$ cat src/rtl/sync_fifo.sv
// Single-clock parametrised FIFO with occupancy count, threshold flags, sticky errors and flush.
// Define SYNC_FIFO_FWFT_EN for first-word-fall-through read data; default is registered read.
module sync_fifo #(
    parameter int unsigned Depth          = 4,
    parameter int unsigned Width          = 8,
    parameter int unsigned AlmostFullThr  = Depth - 1,
    parameter int unsigned AlmostEmptyThr = 1
) (
    input  logic             clk,
    input  logic             rst_n,
    input  logic             i_flush,
    input  logic             i_wr_en,
    input  logic [Width-1:0] i_wr_data,
    output logic             o_wr_full,
    output logic             o_wr_almost_full,
    output logic             o_overflow,
    input  logic             i_rd_en,
    output logic [Width-1:0] o_rd_data,
    output logic             o_rd_empty,
    output logic             o_rd_almost_empty,
    output logic             o_underflow,
    output logic [$clog2(Depth+1)-1:0] o_count
);

    localparam int unsigned AW = $clog2(Depth);
    localparam int unsigned CW = $clog2(Depth + 1);

    logic [Width-1:0] mem [Depth];
    logic [AW:0]      wr_ptr;
    logic [AW:0]      rd_ptr;
    logic [CW-1:0]    count;
    logic             overflow;
    logic             underflow;
    logic             wr_acc;
    logic             rd_acc;
    logic [AW-1:0]    wr_idx;
    logic [AW-1:0]    rd_idx;

    assign wr_idx = wr_ptr[AW-1:0];
    assign rd_idx = rd_ptr[AW-1:0];

    // Status decodes of the registered occupancy
    assign o_wr_full         = (count == CW'(Depth));
    assign o_wr_almost_full  = (count >= CW'(AlmostFullThr));
    assign o_rd_empty        = (count == '0);
    assign o_rd_almost_empty = (count <= CW'(AlmostEmptyThr));
    assign o_count           = count;
    assign o_overflow        = overflow;
    assign o_underflow       = underflow;

    assign wr_acc = i_wr_en && !o_wr_full;
    assign rd_acc = i_rd_en && !o_rd_empty;

    // Pointers, occupancy and sticky error flags; flush outranks any request
    always_ff @(posedge clk or negedge rst_n) begin
        if (!rst_n) begin
            wr_ptr    <= '0;
            rd_ptr    <= '0;
            count     <= '0;
            overflow  <= 1'b0;
            underflow <= 1'b0;
        end else if (i_flush) begin
            wr_ptr    <= '0;
            rd_ptr    <= '0;
            count     <= '0;
            overflow  <= 1'b0;
            underflow <= 1'b0;
        end else begin
            if (wr_acc) wr_ptr <= wr_ptr + (AW+1)'(1);
            if (rd_acc) rd_ptr <= rd_ptr + (AW+1)'(1);
            case ({wr_acc, rd_acc})
                2'b10:   count <= count + CW'(1);
                2'b01:   count <= count - CW'(1);
                default: count <= count;
            endcase
            if (i_wr_en && o_wr_full)  overflow  <= 1'b1;
            if (i_rd_en && o_rd_empty) underflow <= 1'b1;
        end
    end

    // Storage is deliberately left unreset
    always_ff @(posedge clk) begin
        if (wr_acc && !i_flush) mem[wr_idx] <= i_wr_data;
    end

`ifdef SYNC_FIFO_FWFT_EN
    assign o_rd_data = o_rd_empty ? '0 : mem[rd_idx];
`else
    logic [Width-1:0] rd_data;

    always_ff @(posedge clk or negedge rst_n) begin
        if (!rst_n) begin
            rd_data <= '0;
        end else if (i_flush) begin
            rd_data <= '0;
        end else if (rd_acc) begin
            rd_data <= mem[rd_idx];
        end
    end

    assign o_rd_data = rd_data;
`endif

endmodule

$ cat config.mk
export PLATFORM = sky130hd
export DESIGN_NAME = sync_fifo
export DESIGN_NICKNAME = d
export VERILOG_FILES = /design/src/rtl/sync_fifo.sv
export SDC_FILE = /design/constraint.sdc
export NUM_CORES = 1
export LEC_CHECK = 0
export ABC_AREA = 1
export CAP_MARGIN = 20
export CORE_MARGIN = 2
export CORE_UTILIZATION = 60
export CTS_BUF_LIST = sky130_fd_sc_hd__clkbuf_4
export DETAILED_ROUTE_END_ITERATION = 16
export DONT_BUFFER_PORTS = 1
export GPL_TIMING_DRIVEN = 0
export PLACE_DENSITY = 0.73
export RECOVER_POWER = 25
export SETUP_SLACK_MARGIN = 0.3
export SYNTH_ARGS = -nofsm -noshare
export SYNTH_HDL_FRONTEND = slang
export SYNTH_SLANG_ARGS = --single-unit
$ cat constraint.sdc
create_clock -name clk -period 2 [get_ports clk]
set_input_delay 0.2 -clock clk [delete_from_list [all_inputs] [get_ports clk]]
set_output_delay 0.2 -clock clk [all_outputs]
set_load 0.1 [all_outputs]
==> results by group <==
Status
  – Status: finished with violations
  – Violated checks: setup timing

Logic synthesis
  – Sequential-to-total area share from yosys stat: 64.3%
  – Netlist cell types: 21
  – Most common cell in the synthesized netlist: nand2_1
  – Synth Warn #: 0
  – Mapped Cells: 195
  – Avg Cell Area, Syn: around 11 um^2
  – Yosys top cell area share: 44.6%
  – EDFF count, synth: 32
  – Synth Register Bits: 49
  – Largest area contributor in the netlist: edfxtp_1
  – Synth Cell Area: 2160 um^2
  – Synth async-reset ratio: 34.7%
  – Mapped Nets: 216
  – Synth cell count leaders: nand2_1 (42), edfxtp_1 (32), nor2_1 (22)
  – Post-synth top flop: edfxtp_1
  – Synth area leaders: edfxtp_1 (45%), dfrtp_1 (20%), nand2_1 (7.3%)

GRT
  – Antenna violations before repair: 0
  – Grt ovf: 0
  – Number of global-route vias before repair: 1642
  – Largest net degree at the start of global routing: 18
  – Global-route total usage across every layer: 26.0%
  – First-pass GRT wire length: 7.76 mm

Setup path
  – CP Class: reg -> out
  – Worst-path fanout max: 5
  – Critical path data arrival time: 1.88 ns
  – WP data required: roughly 1.8 ns
  – CP Launch Type: flip-flop
  – Critical path endpoint category: output pin

Clock tree
  – Worst skew pair latency: 0.37 ns
  – CTS tree: built
  – Clock Tree Buf Depth: 2
  – Number of buffers created by CTS: 5
  – Root Buffer Master: clkbuf_4
  – Clock-pin slew on the worst setup and hold paths: around 0.14 ns
  – CTS H-tree depth: 2
  – CTS Sinks: about 50

Pwr
  – LEAKAGE: around 0.0012 uW
  – Worst vdd ir: 752 uV
  – Final Power: 4110 uW
  – P per Cell Area: 1420 nW/um^2

Timing
  – Final setup margin: -0.0771 ns
  – Clock skew: roughly 0.018 ns
  – Setup TNS: -0.848 ns
  – Peak Freq: 481 MHz
  – Slew Viols, Final: 0
  – Final period utilization: 104%
  – Worst Max-Slew Pin Slew: just under 1 ns
  – Post-layout minimum cycle time: 2.08 ns
  – Max_slew headroom: between 30% and 40%
  – Hold Fails Final Rpt: 0
  – RSZ-0062 raised after global routing: true
  – Setup Viol. Count Final: 31

Layout
  – Finished Layout Cells: around 280
  – Share of cells above drive strength 1: 37.0%
  – Syn-to-layout area delta: 34.4%
  – # diodes: 0
  – Nets: 250
  – Cell area after layout: around 2900 um^2

Floorplanning
  – Die Ht: 63.9 um
  – Core Region: around 3400 um^2
  – Total Die Area: 4090 um^2
  – Initial Util: 63.6%
  – Cell row count: 21
  – Die X: 63.9 um
  – Io pins: 30

Placement
  – Port bufs: 0
  – Final Wtd Congestion: 0.864
  – Dpl hpwl: 2.78 mm
  – Placed Area: 2300 um^2
  – Post-placement cell count: between 200 and 250

Route
  – DR iter-0 viols: 140
  – Wirelength per Cell: between 20 and 25 um
  – Antenna Violating Nets Remaining: 0
  – DRC: 0
  – Vias per std cell: approximately 5.9
  – Final wirelength: ~5.6 mm
  – 1st-pass router iterations: 5
  – Vias: 1621

Worst hold path
  – Hold/Removal Path Class: in -> reg

Flow run
  – Max-cap violations: 0
cell type report:
type / instances / area [um^2]
flip-flops and latches: 49 / 1400
multi-input cells: 122 / 903
fillers: 168 / 492
repair buffers: 27 / 319
inverters: 20 / 110
well taps: 46 / 57.6
clock buffers: 6 / 45.0
clock inverters: 2 / 38.8
plain buffers: 4 / 26.3
placed cells by master (no fill, tap or decap), types with 2 or more instances in the layout:
cell type / n
buf_12: 5
o21ai_0: 14
edfxtp_1: 32
clkbuf_4: 6
clkinvlp_4: 2
nor2_1: 16
nand3_1: 6
a21oi_2: 4
dlygate4sd3_1: 11
nand2_4: 9
nand2_1: 24
ha_1: 5
ha_4: 2
nor2_4: 6
dfrtp_1: 14
inv_1: 13
buf_4: 4
inv_6: 2
nand2_8: 3
nand2_2: 12
o21ai_2: 4
buf_2: 3
nand3_2: 2
dfrtp_4: 3
buf_6: 8
o22ai_1: 7
inv_4: 2
worst max-delay path: stages, from the launching register on:
cell and delay (ns):
dfrtp_4 0.71, inv_6 0.08, ha_4 0.21, nand2_4 0.09
clkinvlp_4 0.43
cell families (layout without fill, tap and decap cells):
kind of cell               after synthesis  count (layout)  synth area share [%]
AOI/OAI and AO/OA                       34              34                  8.94
adders and majority gates                8               8                  4.64
buffers and inverters                   24              59                  4.70
DFF                                     49              49                  64.3
and+or+nand+nor                         80              80                  17.4
what timing repair did:
action | CTS | global route
hold buffers | 11 | 0
buffers inserted | 9 | 7
setup endpoints to repair | 37 | 52
hold endpoints to repair | 53 | 0
pin swaps | 23 | 19
resized for setup | 17 | 42
report_power, final:
group	internal [uW]	switching, uW
Combinational	550	1100
Sequential	1200	671
Clock	280	305
metrics by stage:
step	setup slack (ns)	util (%)	hold WS, ns
final	-0.0771	85.5	0.0897
after global routing	-0.109	85.5	0.0866
after CTS	-0.0352	79.3	0.00220
after detailed placement	0.0580	67.9	-0.0952
after global placement	0.109	67.9	-0.0952
after floorplan	0.210	-	-0.0956
layer usage:
layer | global-route usage (%) | up-vias | wire, um
met5 | 0 | - | 0
met4 | 11.7 | 0 | 240
met3 | 5.63 | 25 | 421
met2 | 46.6 | 100 | 2910
met1 | 29.6 | 775 | 2010
li1 | - | 721 | -
final timing paths:
check	from	end	slack [ns]	cells after the start
min reg2reg	wr_ptr[1]	wr_ptr[1]	0.65	2
max in group asynchronous	rst_n	o_count[1]	1.10	1
min in group asynchronous	rst_n	o_rd_data[1]	0.33	1
min	i_rd_en	o_count[0]	0.09	3
max	o_count[1]	o_rd_empty	-0.08	4
max reg2reg	o_count[1]	mem[1][4]	-0.04	7
flip-flops by register name (all words and copies together), names as in the netlist:
register and flops:
mem 32, o_count 3, o_overflow 1, o_rd_data 8
o_underflow 1, rd_ptr 2, wr_ptr 2
Note: power is estimated with default switching activity, not from simulation.
